### config.mk
export PLATFORM = sky130hd
export DESIGN_NAME = corr_window_scorer
export DESIGN_NICKNAME = d
export VERILOG_FILES = /design/src/rtl/corr_pkg.sv /design/src/rtl/corr_win_addr_gen.sv /design/src/rtl/corr_window_scorer.sv
export SDC_FILE = /design/constraint.sdc
export NUM_CORES = 1
export LEC_CHECK = 0
export BUFFER_PORTS_ARGS = -buffer_cell sky130_fd_sc_hd__clkbuf_2
export CAP_MARGIN = 15
export CELL_PAD_IN_SITES_DETAIL_PLACEMENT = 1
export CELL_PAD_IN_SITES_GLOBAL_PLACEMENT = 1
export CORE_MARGIN = 1.5
export CORE_UTILIZATION = 32
export DETAILED_ROUTE_END_ITERATION = 10
export GPL_TIMING_DRIVEN = 0
export PLACE_DENSITY = 0.58
export SLEW_MARGIN = 10
export SYNTH_ARGS = -nofsm -noshare
export SYNTH_HDL_FRONTEND = slang
export SYNTH_HIERARCHICAL = 1
export SYNTH_SLANG_ARGS = --single-unit
### constraint.sdc
create_clock -name iCLK -period 4.95 [get_ports iCLK]
set_clock_uncertainty 0.05 [all_clocks]
set_input_delay 0.99 -clock iCLK [delete_from_list [all_inputs] [get_ports iCLK]]
set_output_delay 0.99 -clock iCLK [all_outputs]
set_load 0.02 [all_outputs]
### src/rtl/corr_pkg.sv
// Shared definitions for the windowed correlation scorer: scoring modes,
// FSM encoding and the arithmetic helpers used by the datapath.
package corr_pkg;

    localparam int MODE_SIM = 0;
    localparam int MODE_SAD = 1;

    typedef enum logic [1:0] {
        ST_IDLE  = 2'd0,
        ST_SCAN  = 2'd1,
        ST_DRAIN = 2'd2,
        ST_DONE  = 2'd3
    } corr_state_t;

    function automatic logic [31:0] abs_diff(input logic [31:0] a, input logic [31:0] b);
        return (a > b) ? (a - b) : (b - a);
    endfunction

    // Adds two unsigned values and clamps the result to max_val instead of wrapping.
    function automatic logic [63:0] sat_add(input logic [63:0] a, input logic [63:0] b,
                                            input logic [63:0] max_val);
        logic [64:0] sum;
        sum = {1'b0, a} + {1'b0, b};
        if (sum > {1'b0, max_val}) begin
            return max_val;
        end
        return sum[63:0];
    endfunction

endpackage

### src/rtl/corr_win_addr_gen.sv
// Raster-order window address generator: x/y counters over WIN_W x WIN_H,
// latched start offset for the SRAM side, and a last-address flag.
module corr_win_addr_gen
    import corr_pkg::*;
#(
    parameter int COORD_W = 13,
    parameter int WIN_W   = 64,
    parameter int WIN_H   = 48
) (
    input  logic               i_clk,
    input  logic               i_rst_n,
    input  logic               i_load,
    input  logic               i_step,
    input  logic [COORD_W-1:0] i_xstart,
    input  logic [COORD_W-1:0] i_ystart,
    output logic [COORD_W-1:0] o_x,
    output logic [COORD_W-1:0] o_y,
    output logic [COORD_W-1:0] o_x_sram,
    output logic [COORD_W-1:0] o_y_sram,
    output logic [COORD_W-1:0] o_x_base,
    output logic [COORD_W-1:0] o_y_base,
    output logic               o_last
);

    localparam logic [COORD_W-1:0] X_LAST = COORD_W'(WIN_W - 1);
    localparam logic [COORD_W-1:0] Y_LAST = COORD_W'(WIN_H - 1);

    logic [COORD_W-1:0] r_x;
    logic [COORD_W-1:0] r_y;
    logic [COORD_W-1:0] r_xbase;
    logic [COORD_W-1:0] r_ybase;

    always_ff @(posedge i_clk or negedge i_rst_n) begin
        if (!i_rst_n) begin
            r_x     <= '0;
            r_y     <= '0;
            r_xbase <= '0;
            r_ybase <= '0;
        end else if (i_load) begin
            r_x     <= '0;
            r_y     <= '0;
            r_xbase <= i_xstart;
            r_ybase <= i_ystart;
        end else if (i_step) begin
            if (r_x == X_LAST) begin
                r_x <= '0;
                r_y <= r_y + 1'b1;
            end else begin
                r_x <= r_x + 1'b1;
            end
        end
    end

    assign o_x      = r_x;
    assign o_y      = r_y;
    assign o_x_sram = r_xbase + r_x;
    assign o_y_sram = r_ybase + r_y;
    assign o_x_base = r_xbase;
    assign o_y_base = r_ybase;
    assign o_last   = (r_x == X_LAST) && (r_y == Y_LAST);

endmodule

### src/rtl/corr_window_scorer.sv
// Correlation scorer: scans a window of the stored frame against the template,
// accumulates a saturating similarity/SAD score and tracks the best run.
module corr_window_scorer
    import corr_pkg::*;
#(
    parameter int PIX_W   = 10,
    parameter int COORD_W = 13,
    parameter int WIN_W   = 64,
    parameter int WIN_H   = 48,
    parameter int RD_LAT  = 1,
    parameter int SCORE_W = 32,
    parameter int MODE    = 0
) (
    input  logic               iCLK,
    input  logic               iRST_N,
    input  logic               iStart,
    input  logic               iAbort,
    input  logic               iClearBest,
    input  logic [COORD_W-1:0] iXstart,
    input  logic [COORD_W-1:0] iYstart,
    output logic               oRdEn,
    output logic [COORD_W-1:0] oX_sram,
    output logic [COORD_W-1:0] oY_sram,
    output logic [COORD_W-1:0] oX_search,
    output logic [COORD_W-1:0] oY_search,
    input  logic [PIX_W-1:0]   iPixSram,
    input  logic [PIX_W-1:0]   iPixSearch,
    output logic               oBusy,
    output logic               oDone,
    output logic [SCORE_W-1:0] oScore,
    output logic               oBestValid,
    output logic [SCORE_W-1:0] oBestScore,
    output logic [COORD_W-1:0] oBestX,
    output logic [COORD_W-1:0] oBestY
);

    localparam logic [PIX_W-1:0] PIX_MAX = '1;
    localparam logic [63:0] ACC_MAX = (SCORE_W >= 64) ? 64'hFFFF_FFFF_FFFF_FFFF
                                                      : ((64'd1 << SCORE_W) - 64'd1);

    corr_state_t        r_state;
    logic               r_busy;
    logic               r_rd_en;
    logic               r_done;
    logic [2:0]         r_drain_cnt;
    logic [SCORE_W-1:0] r_acc;
    logic [SCORE_W-1:0] r_score;
    logic               r_best_valid;
    logic [SCORE_W-1:0] r_best_score;
    logic [COORD_W-1:0] r_best_x;
    logic [COORD_W-1:0] r_best_y;

    logic               w_start;
    logic               w_flush;
    logic               w_step;
    logic               w_last;
    logic               w_valid;
    logic               w_better;
    logic [COORD_W-1:0] w_xbase;
    logic [COORD_W-1:0] w_ybase;
    logic [PIX_W-1:0]   w_diff;
    logic [PIX_W-1:0]   w_term;
    logic [SCORE_W-1:0] w_acc_sum;
    logic [SCORE_W-1:0] w_acc_upd;

    assign w_start = ((r_state == ST_IDLE) || (r_state == ST_DONE)) && iStart;
    assign w_flush = iAbort && ((r_state == ST_SCAN) || (r_state == ST_DRAIN));
    assign w_step  = (r_state == ST_SCAN) && !iAbort && !w_last;

    corr_win_addr_gen #(
        .COORD_W (COORD_W),
        .WIN_W   (WIN_W),
        .WIN_H   (WIN_H)
    ) u_addr_gen (
        .i_clk    (iCLK),
        .i_rst_n  (iRST_N),
        .i_load   (w_start),
        .i_step   (w_step),
        .i_xstart (iXstart),
        .i_ystart (iYstart),
        .o_x      (oX_search),
        .o_y      (oY_search),
        .o_x_sram (oX_sram),
        .o_y_sram (oY_sram),
        .o_x_base (w_xbase),
        .o_y_base (w_ybase),
        .o_last   (w_last)
    );

    // The valid pipeline mirrors the reader latency so only real pixels are summed.
    generate
        if (RD_LAT == 0) begin : g_no_lat
            assign w_valid = r_rd_en;
        end else begin : g_lat
            logic [RD_LAT-1:0] r_vld;
            always_ff @(posedge iCLK or negedge iRST_N) begin
                if (!iRST_N) begin
                    r_vld <= '0;
                end else if (w_flush) begin
                    r_vld <= '0;
                end else begin
                    r_vld <= RD_LAT'({r_vld, r_rd_en});
                end
            end
            assign w_valid = r_vld[RD_LAT-1];
        end
    endgenerate

    assign w_diff    = PIX_W'(abs_diff(32'(iPixSram), 32'(iPixSearch)));
    assign w_term    = (MODE == MODE_SAD) ? w_diff : (PIX_MAX - w_diff);
    assign w_acc_sum = SCORE_W'(sat_add(64'(r_acc), 64'(w_term), ACC_MAX));
    assign w_acc_upd = w_valid ? w_acc_sum : r_acc;

    always_ff @(posedge iCLK or negedge iRST_N) begin
        if (!iRST_N) begin
            r_state     <= ST_IDLE;
            r_busy      <= 1'b0;
            r_rd_en     <= 1'b0;
            r_done      <= 1'b0;
            r_drain_cnt <= '0;
            r_acc       <= '0;
            r_score     <= '0;
        end else begin
            r_done <= 1'b0;
            r_acc  <= w_acc_upd;
            case (r_state)
                ST_IDLE, ST_DONE: begin
                    r_state <= ST_IDLE;
                    if (w_start) begin
                        r_state <= ST_SCAN;
                        r_busy  <= 1'b1;
                        r_rd_en <= 1'b1;
                        r_acc   <= '0;
                    end
                end
                ST_SCAN: begin
                    if (iAbort) begin
                        r_state <= ST_IDLE;
                        r_busy  <= 1'b0;
                        r_rd_en <= 1'b0;
                    end else if (w_last) begin
                        r_rd_en <= 1'b0;
                        if (RD_LAT == 0) begin
                            r_state <= ST_DONE;
                            r_busy  <= 1'b0;
                            r_done  <= 1'b1;
                            r_score <= w_acc_upd;
                        end else begin
                            r_state     <= ST_DRAIN;
                            r_drain_cnt <= 3'(RD_LAT - 1);
                        end
                    end
                end
                ST_DRAIN: begin
                    if (iAbort) begin
                        r_state <= ST_IDLE;
                        r_busy  <= 1'b0;
                    end else if (r_drain_cnt == 3'd0) begin
                        r_state <= ST_DONE;
                        r_busy  <= 1'b0;
                        r_done  <= 1'b1;
                        r_score <= w_acc_upd;
                    end else begin
                        r_drain_cnt <= r_drain_cnt - 3'd1;
                    end
                end
                default: r_state <= ST_IDLE;
            endcase
        end
    end

    // A clear coinciding with DONE is folded in first, so the fresh result is kept.
    assign w_better = (MODE == MODE_SAD) ? (r_score < r_best_score) : (r_score > r_best_score);

    always_ff @(posedge iCLK or negedge iRST_N) begin
        if (!iRST_N) begin
            r_best_valid <= 1'b0;
            r_best_score <= '0;
            r_best_x     <= '0;
            r_best_y     <= '0;
        end else if ((r_state == ST_DONE) && (!r_best_valid || iClearBest || w_better)) begin
            r_best_valid <= 1'b1;
            r_best_score <= r_score;
            r_best_x     <= w_xbase;
            r_best_y     <= w_ybase;
        end else if (iClearBest) begin
            r_best_valid <= 1'b0;
        end
    end

    assign oRdEn      = r_rd_en;
    assign oBusy      = r_busy;
    assign oDone      = r_done;
    assign oScore     = r_score;
    assign oBestValid = r_best_valid;
    assign oBestScore = r_best_score;
    assign oBestX     = r_best_x;
    assign oBestY     = r_best_y;

endmodule

# ---- Word level (Yosys, flattened, before mapping)
# Index checks and enable logic that the tools add are counted.
# Widths: inputs -> output; s select.
dict set report totals {
  elab_cells 107
  memories 0
  in_bits 51
  ramBits 0
  mem_bits_ro 0
  latch_bits 0
  output_inout_bits 146
  register_bits 184
}
dict set report classes {
  reduce_logical 27
  bitwise 1
  add_sub_neg 9
  mul 0
  order_cmp 3
  div_mod_pow 0
  n_eq_ne 13
  shifts 0
  mux 38
}
# op count
set ops {}
lappend ops {{$mux 32} 5}
lappend ops {{$mux 13} 6}
lappend ops {{$add 32x10->33} 1}
lappend ops {{$gt 33x32->1 const B} 1}
lappend ops {{$gt 32x32->1} 1}
lappend ops {{$add 13x1->13 const B} 2}
lappend ops {{$add 13x13->13} 2}
lappend ops {{$eq 13x6->1 const B} 2}
lappend ops {{$sub 10x10->10} 2}
lappend ops {{$mux 1} 14}
lappend ops {{$mux 3} 4}
lappend ops {{$gt 10x10->1} 1}
lappend ops {{$mux 10} 1}
lappend ops {{$ne 2x2->1 const B} 5}
lappend ops {{$reduce_bool 2->1} 5}
lappend ops {{$sub 10x10->10 const A} 1}
lappend ops {{$reduce_and 3->1} 3}
lappend ops {{$mux 2} 4}
lappend ops {{$logic_and 1x1->1} 6}
lappend ops {{$pmux 2 s3} 1}
lappend ops {{$pmux 3 s2} 1}
lappend ops {{$reduce_and 5->1} 1}
lappend ops {{$eq 2x2->1 const B} 2}
lappend ops {{$logic_or 1x1->1} 4}
lappend ops {{other kinds (13)} 16}

# ---- Longest topological paths before layout
# Gate-level depths: netlist of run 1.
dict set report depth {
  depth_word 10
  depth_mapped 22
}

# ---- Cells and area by module
# Netlist of run 1, hierarchy kept.
# module area_per_inst_um2 cells_each seq_area_each_um2 n_inst
set by_module_without_submodules {}
lappend by_module_without_submodules {corr_window_scorer 7661.1 756 3303.2 1}
lappend by_module_without_submodules {corr_win_addr_gen 3374.5 343 1301.2 1}

# ---- Least setup slack after synthesis of run 1
# No wires, ideal clock.
dict set report synth_timing {
  path_kind {input-to-reg}
  start {input port iPixSram[0]}
  end {register r_score[24], in the netlist oScore[24]}
  arrival_ps 4955
  stages 21
  required_ps 4805
  setup_slack_ps -150
  setup_ps 95
  cell_sequence {inv_1 > ha_1 > inv_1 > fa_1 > a21oi_1 > o22ai_1 > or4_1 > nand2_2 > mux2_2 > o21ai_1 > a21oi_1 > xnor2_1 > ha_1 > nand2_1 > o21ai_1 > nand3_1 > a21o_1 > a211oi_2 > buf_2 > a41oi_1 > o31ai_1}
}
dict set report synth_via {
  elab_chain_len 8
}
# element line_no
set synth_rtl {}
lappend synth_rtl {{from (decl)} corr_window_scorer.sv:26} ;# input logic [PIX_W-1:0] iPixSram,
lappend synth_rtl {{$sub 10x10->10 or $gt 10x10->1 (tied branches)} corr_pkg.sv:16} ;# return (a > b) ? (a - b) : (b - a);
lappend synth_rtl {{$mux 10 (*)} corr_pkg.sv:16}
lappend synth_rtl {{$sub 10x10->10 (*)} corr_window_scorer.sv:110} ;# assign w_term = (MODE == MODE_SAD) ? w_diff : (PIX_MAX - w_diff);
lappend synth_rtl {{$add 32x10->33 (*)} corr_pkg.sv:23} ;# sum = {1'b0, a} + {1'b0, b};
lappend synth_rtl {{$gt 33x32->1} corr_pkg.sv:24} ;# if (sum > {1'b0, max_val}) begin
lappend synth_rtl {{$mux 1} corr_pkg.sv:24}
lappend synth_rtl {{$mux 32 (*)} corr_pkg.sv:27} ;# return sum[63:0];
lappend synth_rtl {{$mux 32 (*)} corr_window_scorer.sv:112} ;# assign w_acc_upd = w_valid ? w_acc_sum : r_acc;
lappend synth_rtl {{to (signal assigned)} corr_window_scorer.sv:147} ;# r_score <= w_acc_upd;
lappend synth_rtl {{to (signal assigned)} corr_window_scorer.sv:162} ;# r_score <= w_acc_upd;
lappend synth_rtl {{to (decl)} corr_window_scorer.sv:47} ;# logic [SCORE_W-1:0] r_score;
# Mark *: on every way between the ends. The rest lies on a longest branch, timed or not.
# A chain may end at the register's enable or synchronous reset.

# ---- Worst setup path in the final report of run 1
dict set report layout_timing {
  start {input port iPixSram[0]}
  end {register r_score[30], in the netlist oScore[30]}
}
# The elaborated chain is that of the path after synthesis.

==> flow_results.xml, run 1 <==
<?xml version="1.0" encoding="UTF-8"?>
<metrics>
  <group name="clock_network">
    <metric name="buffer_type_at_the_clock_tree_root" unit="">clkbuf_16</metric>
    <metric name="cts_tree" unit="">built</metric>
    <metric name="cts.clk_slew.worst_paths" unit="ns">0.07</metric>
    <metric name="clock_latency" unit="ns">0.45</metric>
    <metric name="cts_inserted_buffers" unit="">17</metric>
    <metric name="tritoncts_num_sinks" unit="">184</metric>
    <metric name="htreeDepth" unit="">4</metric>
    <metric name="clockBufferDepth" unit="">2</metric>
  </group>
  <group name="global_route">
    <metric name="gr-total-overflow" unit="">0</metric>
    <metric name="grt_pass1_vias" unit="">9708</metric>
    <metric name="grt_start_max_net_pins" unit="">72</metric>
    <metric name="total_global_route_track_usage" unit="">0.187</metric>
    <metric name="antenna_violations_before_repair" unit="">1</metric>
    <metric name="grt_first_pass_wirelength" unit="µm">52500</metric>
  </group>
  <group name="timing">
    <metric name="fin_hold_ws" unit="ns">0.420</metric>
    <metric name="timing_max_transition_violations_final" unit="">0</metric>
    <metric name="unrepaired_setup_endpoints_after_global_routing" unit="">yes</metric>
    <metric name="slew-limit-headroom" unit="">0.427</metric>
    <metric name="timing.fmax" unit="MHz">205</metric>
    <metric name="min_period_over_period" unit="">0.987</metric>
    <metric name="worst_pin_slew" unit="ns">0.846</metric>
    <metric name="layout_min_cycle_time" unit="ns">4.89</metric>
    <metric name="hold_viol" unit="">0</metric>
    <metric name="final-setup-viol-count" unit="">0</metric>
  </group>
  <group name="placed_design">
    <metric name="place.port_buffers" unit="">195</metric>
    <metric name="hpwl" unit="µm">24700</metric>
    <metric name="globalplace.congestion" unit="">0.805</metric>
  </group>
  <group name="die">
    <metric name="floorplan_core_area" unit="µm²">33700</metric>
    <metric name="initial_utilization" unit="">0.327</metric>
    <metric name="design.portCount" unit="">197</metric>
    <metric name="die_x" unit="µm">189</metric>
    <metric name="rows" unit="">67</metric>
    <metric name="die_height" unit="µm">189</metric>
    <metric name="fp.dieArea" unit="µm²">35600</metric>
  </group>
  <group name="run_status">
    <metric name="result_of_the_run" unit="">finished clean</metric>
  </group>
  <group name="logic_synthesis">
    <metric name="synth-seq-area-share" unit="">0.417</metric>
    <metric name="netlist_top_cells_area" unit="">dfrtp_1, ha_1, mux2_2</metric>
    <metric name="syn_nets" unit="">1247</metric>
    <metric name="postSynth.asyncResetShare" unit="">1.00</metric>
    <metric name="synth_warnings" unit="">6</metric>
    <metric name="synthesis.area" unit="µm²">11000</metric>
    <metric name="post_synth_most_frequent_cells" unit="">dfrtp_1, ha_1, nand2_1, nor2_1, inv_1</metric>
    <metric name="netlist.area_leader.share" unit="">0.417</metric>
    <metric name="ys_dominant_reg_cell" unit="">dfrtp_1</metric>
    <metric name="synth_cell_type_count" unit="">78</metric>
    <metric name="synth_area_leader_cell" unit="">dfrtp_1</metric>
    <metric name="synth_seq_cells" unit="">184</metric>
    <metric name="postSynthAreaPerCell" unit="µm²">10.0</metric>
    <metric name="yosys.cell_count.top_type" unit="">dfrtp_1</metric>
    <metric name="synthCells" unit="">1099</metric>
    <metric name="count_of_flip_flops_with_a_built_in_enable_after_synthesis" unit="">0</metric>
  </group>
  <group name="setup_path">
    <metric name="worst-r2r-cell-count" unit="">12</metric>
    <metric name="worstPathArrival" unit="ns">5.16</metric>
    <metric name="critical_path.endpoint_type" unit="">register</metric>
    <metric name="start_kind" unit="">primary input</metric>
    <metric name="timing.setup.critical_path_class" unit="">in -&gt; reg</metric>
    <metric name="critical_path_required" unit="ns">5.22</metric>
    <metric name="crit_fanout" unit="">6</metric>
  </group>
  <group name="layout">
    <metric name="layout-area-overhead-vs-synth" unit="%">24.0</metric>
    <metric name="layout.filler_cells" unit="">3895</metric>
    <metric name="drive_gt1_frac" unit="">0.287</metric>
    <metric name="num-nets-final" unit="">1483</metric>
    <metric name="antennaDiodeCount" unit="">0</metric>
  </group>
  <group name="min_path">
    <metric name="hold_class" unit="">in -&gt; async</metric>
  </group>
  <group name="routing">
    <metric name="wirelength" unit="µm">32200</metric>
    <metric name="dr.first_iter.drc_count" unit="">409</metric>
    <metric name="antenna_left" unit="">0</metric>
    <metric name="detail_route.vias_per_cell" unit="">5.12</metric>
    <metric name="drc" unit="">0</metric>
    <metric name="wl_per_cell" unit="µm">17.9</metric>
    <metric name="drtPass1Iterations" unit="">4</metric>
    <metric name="route.vias.total" unit="">9200</metric>
  </group>
  <group name="pwr">
    <metric name="largest_voltage_drop_on_the_vdd_net" unit="V">0.000326</metric>
    <metric name="powerDensity" unit="nW/µm²">499</metric>
    <metric name="p_leak" unit="nW">6.64</metric>
    <metric name="post-layout-total-power" unit="mW">6.82</metric>
  </group>
  <group name="run">
    <metric name="cap_violations" unit="">0</metric>
  </group>
</metrics>
final timing paths:
kind / from / to / slack (ns)
setup / recovery: iPixSram[0] / oScore[30] / 0.06
hold / removal: iRST_N / oBestScore[8] / 0.42
setup reg to reg: u_addr_gen/o_x[1] / u_addr_gen/o_x[5] / 1.44
hold reg to reg: r_drain_cnt[1] / r_drain_cnt[1] / 0.44
max in group asynchronous: iRST_N / u_addr_gen/o_x[3] / 3.68
min in group iCLK: r_drain_cnt[1] / r_drain_cnt[1] / 0.44
cells in the final DEF, fill, tap and decap left out, types with 24 or more instances in the layout:
cell / n
nor2_1: 81
xnor2_1: 26
clkbuf_2: 193
inv_1: 75
nand3_1: 30
nor3_1: 31
mux2_2: 63
dfrtp_1: 184
a21oi_1: 57
xor2_1: 24
nand2_1: 79
o21ai_0: 41
ha_1: 89
mux2_1: 24
state kept, by name (all words and copies together) (netlist names):
name / count
g_lat.r_vld: 1
oBestScore: 32
oBestValid: 1
oBestX: 13
oBestY: 13
oBusy: 1
oDone: 1
oRdEn: 1
oScore: 32
r_acc: 32
r_drain_cnt: 3
r_state: 2
u_addr_gen/o_x: 13
u_addr_gen/o_x_base: 13
u_addr_gen/o_y: 13
u_addr_gen/o_y_base: 13
stage by stage:
stage / std cells / TNS [ns] / cell area (µm²) / setup slack (ns) / util
floorplan: 1099 / -0.0747 / 11100 / -0.0255 / -
global placement: 1742 / -238.74 / 12700 / -1.06 / 0.376
detailed placement: 1744 / -51.69 / 12700 / -1.01 / 0.378
CTS: 1787 / 0 / 13500 / 0.0287 / 0.399
global route: 1796 / -0.253 / 13700 / -0.0857 / 0.406
finish: 1796 / 0 / 13700 / 0.0621 / 0.406
layer usage:
metal / up-vias / part of all wire / GRT usage
met5: - / 0.00040 / 0
met4: 2 / 0.0091 / 0.0421
met3: 25 / 0.047 / 0.0454
met2: 166 / 0.49 / 0.318
met1: 4586 / 0.46 / 0.238
li1: 4421 / - / -
layout make-up:
type	count	area [µm²]	area share
Sequential cell	184	4600	0.337
Timing Repair Buffer	217	1220	0.0893
Tap cell	448	561	0.0410
Multi-Input combinational cell	807	6270	0.458
Clock buffer	20	447	0.0326
Inverter	77	302	0.0220
Buffer	31	183	0.0134
Clock inverter	12	93.8	0.00686
critical path, stage by stage:
cell,delay [ns]
buf_12,0.11
inv_12,0.04
ha_4,0.10
inv_2,0.04
fa_2,0.36
a21oi_4,0.19
o22ai_4,0.11
or4_4,0.47
nand2_4,0.12
mux2_4,0.34
o21ai_4,0.15
a21oi_2,0.08
xnor2_1,0.13
ha_1,0.37
nand2_2,0.08
o21ai_2,0.16
nand3_1,0.11
a21o_4,0.25
a211oi_4,0.32
buf_4,0.17
nand4_1,0.13
mux2i_2,0.23
o21ai_1,0.10
kinds of logic after synthesis:
group                    after synthesis  synth area share
flip-flops                           184             0.417
adder cells (fa/ha/maj)               97             0.113
AND/OR/NAND/NOR                      321             0.148
XOR/XNOR                              50            0.0397
buffers and inverters                108            0.0422
multiplexers                          99            0.0998
AO/OA/AOI/OAI                        240             0.140
where the power goes:
part	internal, mW	leakage [nW]	total [mW]	switching [mW]
Sequential	1.88	2.42	2.19	0.314
Clock	0.662	0.257	1.30	0.642
Combinational	1.34	3.96	3.33	1.99
Total	3.88	6.64	6.82	2.94
timing repair:
action                                  in CTS  in global routing
hold buffers                                 0                  0
setup buffers                               11                  9
endpoints found under the setup margin      64                 64
resized for setup                           17                 34
pin swaps                                   14                 20
cloned                                       0                  1
Note: power is estimated with default switching activity, not from simulation.
==> run 2, diff against run 1 <==
ABC_AREA = 1   (was not set)
PLACE_DENSITY = 0.61   (was 0.58)
==> run 2 against run 1 <==
Compared with the run above: sequential power increased by 23%; combinational power increased by 46%; global-route usage increased by 2.8 points; maximum frequency increased by 11%; core utilization decreased by 2.2 points; setup slack improved by 0.47 ns; clock power increased by 7%; sequential cell count unchanged; critical path type unchanged; largest power group unchanged.
==> flow_results.xml, run 2 <==
<?xml version="1.0" encoding="UTF-8"?>
<metrics>
  <group name="run_status">
    <metric name="result_of_the_run" unit="">finished clean</metric>
  </group>
  <group name="setup_path">
    <metric name="worstSetupStartpoint" unit="">iPixSram[0]</metric>
    <metric name="crit_top_cell" unit="">nand2_1</metric>
    <metric name="worstSetupEndpoint" unit="">oScore[10]</metric>
    <metric name="worstPathArrival" unit="ns">4.71</metric>
    <metric name="worst_path_largest_cell_delay" unit="ns">0.44</metric>
    <metric name="critical_path_required" unit="ns">5.25</metric>
    <metric name="start_kind" unit="">primary input</metric>
    <metric name="reg2reg_to" unit="">u_addr_gen/o_x[10]</metric>
    <metric name="critical_path.endpoint_type" unit="">register</metric>
    <metric name="slowest_stage" unit="">fa_1</metric>
    <metric name="timing.setup.critical_path_class" unit="">in -&gt; reg</metric>
    <metric name="reg2reg_slack" unit="ns">1.65</metric>
    <metric name="worst-r2r-cell-count" unit="">10</metric>
    <metric name="crit_fanout" unit="">10</metric>
    <metric name="crit-reg2reg-launch" unit="">u_addr_gen/o_y[1]</metric>
  </group>
  <group name="die">
    <metric name="design.portCount" unit="">197</metric>
    <metric name="initial_utilization" unit="">0.326</metric>
    <metric name="fp.dieArea" unit="µm²">40900</metric>
    <metric name="floorplan_core_area" unit="µm²">38900</metric>
    <metric name="die_height" unit="µm">202</metric>
    <metric name="rows" unit="">72</metric>
    <metric name="die_x" unit="µm">202</metric>
  </group>
  <group name="clock_network">
    <metric name="clock_latency" unit="ns">0.46</metric>
    <metric name="cts.repair.resized" unit="">0</metric>
    <metric name="clockBufferDepth" unit="">2</metric>
    <metric name="tritoncts_num_sinks" unit="">184</metric>
    <metric name="htreeDepth" unit="">4</metric>
    <metric name="post_cts_setup_repair_buffer_count" unit="">0</metric>
    <metric name="cts_tree" unit="">built</metric>
    <metric name="buffer_type_at_the_clock_tree_root" unit="">clkbuf_16</metric>
    <metric name="cts_inserted_buffers" unit="">17</metric>
    <metric name="cts.clk_slew.worst_paths" unit="ns">0.08</metric>
    <metric name="hold_buffers" unit="">0</metric>
  </group>
  <group name="logic_synthesis">
    <metric name="post_synth_most_frequent_cells" unit="">nand2_1, inv_1, dfrtp_1, nand3_1, nor2_1</metric>
    <metric name="netlist_top_cells_area" unit="">dfrtp_1, nand2_1, ha_1</metric>
    <metric name="synth-seq-area-share" unit="">0.363</metric>
    <metric name="postSynthAreaPerCell" unit="µm²">7.14</metric>
    <metric name="count_of_flip_flops_with_a_built_in_enable_after_synthesis" unit="">0</metric>
    <metric name="netlist.area_leader.share" unit="">0.363</metric>
    <metric name="synth_area_leader_cell" unit="">dfrtp_1</metric>
    <metric name="synth_cell_type_count" unit="">47</metric>
    <metric name="synthCells" unit="">1778</metric>
    <metric name="postSynth.asyncResetShare" unit="">1.00</metric>
    <metric name="yosys.cell_count.top_type" unit="">nand2_1</metric>
    <metric name="ys_dominant_reg_cell" unit="">dfrtp_1</metric>
    <metric name="synthesis.area" unit="µm²">12700</metric>
    <metric name="synth_seq_cells" unit="">184</metric>
    <metric name="syn_nets" unit="">1926</metric>
    <metric name="synth_warnings" unit="">6</metric>
  </group>
  <group name="pwr">
    <metric name="comb_power_share" unit="">0.543</metric>
    <metric name="power_switching_share" unit="">0.508</metric>
    <metric name="largest_voltage_drop_on_the_vdd_net" unit="V">0.000289</metric>
    <metric name="clk_pwr_share" unit="">0.156</metric>
    <metric name="power_switching" unit="mW">4.54</metric>
    <metric name="post-layout-total-power" unit="mW">8.93</metric>
    <metric name="intPower" unit="mW">4.40</metric>
    <metric name="powerDensity" unit="nW/µm²">597</metric>
    <metric name="p_leak" unit="nW">8.25</metric>
    <metric name="power.sequential.fraction" unit="">0.301</metric>
  </group>
  <group name="timing">
    <metric name="min_period_over_period" unit="">0.892</metric>
    <metric name="layout_min_cycle_time" unit="ns">4.41</metric>
    <metric name="timing.fmax" unit="MHz">227</metric>
    <metric name="final-setup-viol-count" unit="">0</metric>
    <metric name="fin_hold_ws" unit="ns">0.427</metric>
    <metric name="timing_max_transition_violations_final" unit="">0</metric>
    <metric name="worst_pin_slew" unit="ns">0.923</metric>
    <metric name="hold_viol" unit="">0</metric>
    <metric name="unrepaired_setup_endpoints_after_global_routing" unit="">no</metric>
    <metric name="slew-limit-headroom" unit="">0.384</metric>
  </group>
  <group name="routing">
    <metric name="drc" unit="">0</metric>
    <metric name="route.vias.total" unit="">12100</metric>
    <metric name="dr.first_iter.drc_count" unit="">412</metric>
    <metric name="wl_per_cell" unit="µm">16.8</metric>
    <metric name="detail_route.vias_per_cell" unit="">4.81</metric>
    <metric name="antenna_left" unit="">0</metric>
    <metric name="wirelength" unit="µm">42300</metric>
    <metric name="drtPass1Iterations" unit="">4</metric>
  </group>
  <group name="placed_design">
    <metric name="placed_cells_incl_taps" unit="">2494</metric>
    <metric name="globalplace.congestion" unit="">0.832</metric>
    <metric name="hpwl" unit="µm">33700</metric>
    <metric name="place.port_buffers" unit="">196</metric>
    <metric name="dpl-instance-area" unit="µm²">14400</metric>
  </group>
  <group name="layout">
    <metric name="num-nets-final" unit="">2143</metric>
    <metric name="final_instance_area" unit="µm²">15000</metric>
    <metric name="drive_gt1_frac" unit="">0.164</metric>
    <metric name="final_cell_mix" unit="">nand2_1, inv_1, clkbuf_2</metric>
    <metric name="multi_input_area" unit="µm²">7020</metric>
    <metric name="instances_no_fill" unit="">2526</metric>
    <metric name="layout.cells.most_common" unit="">nand2_1</metric>
    <metric name="register_area" unit="µm²">4600</metric>
    <metric name="antennaDiodeCount" unit="">0</metric>
    <metric name="layout.filler_cells" unit="">5056</metric>
    <metric name="layout-area-overhead-vs-synth" unit="%">17.8</metric>
  </group>
  <group name="global_route">
    <metric name="antenna_violations_before_repair" unit="">0</metric>
    <metric name="grtUsageMet2" unit="">0.386</metric>
    <metric name="gr-usage-met3" unit="">0.0305</metric>
    <metric name="gr-total-overflow" unit="">0</metric>
    <metric name="grt_first_pass_wirelength" unit="µm">69500</metric>
    <metric name="grt_pass1_vias" unit="">13200</metric>
    <metric name="total_global_route_track_usage" unit="">0.214</metric>
    <metric name="gr-max-usage-layer" unit="">met2</metric>
    <metric name="gr-usage-met1" unit="">0.269</metric>
    <metric name="grt_start_max_net_pins" unit="">87</metric>
  </group>
  <group name="run">
    <metric name="cap_violations" unit="">0</metric>
  </group>
  <group name="min_path">
    <metric name="hold_class" unit="">in -&gt; async</metric>
  </group>
</metrics>
[run 2: changes by cell type after synthesis, sizes merged, moves of 18 or more]
| cell | before | now |
|---|---|---|
| a21o | 23 | 2 |
| inv | 77 | 209 |
| mux2 | 88 | 0 |
| nand2 | 82 | 678 |
| nand3 | 31 | 172 |
| nand4 | 22 | 41 |
| nor2 | 82 | 149 |
| nor3 | 33 | 15 |
[run 2: power by group through the flow]
stage | combinational [mW] | sequential, mW | clock (mW)
after floorplan | 3.00 | 2.93 | 0
after global placement | 4.81 | 2.73 | 0
after detailed placement | 4.92 | 2.73 | 0
after CTS | 4.95 | 2.71 | 1.43
after global routing | 5.51 | 2.79 | 1.49
final | 4.85 | 2.69 | 1.39
[run 2: worst max-delay path: cells and delay by family]
kind	cells	cell delay [ns]
buffers and inverters	5	0.50
adder cells (fa/ha/maj)	3	0.91
XOR/XNOR	1	0.21
AO/OA/AOI/OAI	4	0.49
AND/OR/NAND/NOR	13	1.59
[run 2: logic make-up (layout without fill, tap and decap cells)]
family	count (synthesis)	in the layout	synth area share
compound gates	114	114	0.0533
xor+xnor	55	55	0.0379
simple gates	1067	1067	0.363
buf+inv	261	491	0.0843
flops	184	184	0.363
fa+ha+maj	97	97	0.0986
[run 2: per-stage QoR]
stage	setup slack (ns)	utilization	TNS [ns]
floorplan	0.976	-	0
global placement	-1.24	0.368	-222.37
detailed placement	0.0586	0.370	0
CTS	0.520	0.384	0
global route	0.176	0.384	0
finish	0.536	0.384	0
[run 2: routing by layer]
metal	part of all wire	wire length [µm]
met5	0	0
met4	0.014	609
met3	0.030	1250
met2	0.50	21300
met1	0.45	19200
[run 2: layout make-up]
class / instances / share of cell area
inverters: 211 / 0.0530
multi-input cells: 1333 / 0.469
repair buffers: 198 / 0.0699
clock inverters: 15 / 0.00954
plain buffers: 50 / 0.0186
clock buffers: 17 / 0.0284
well taps: 518 / 0.0433
flip-flops and latches: 184 / 0.308
[run 2: worst min-delay path by stage]
stage                                       from                      to  slack (ns)
after floorplan           u_addr_gen/o_x_base[0]  u_addr_gen/o_x_base[0]        0.42
after global placement                 oBestX[4]               oBestX[4]        0.41
after detailed placement              oBestX[11]              oBestX[11]        0.41
after CTS                                 iRST_N          oBestScore[12]        0.43
after global routing                   oBestX[4]               oBestX[4]        0.44
final                                     iRST_N          oBestScore[12]        0.43
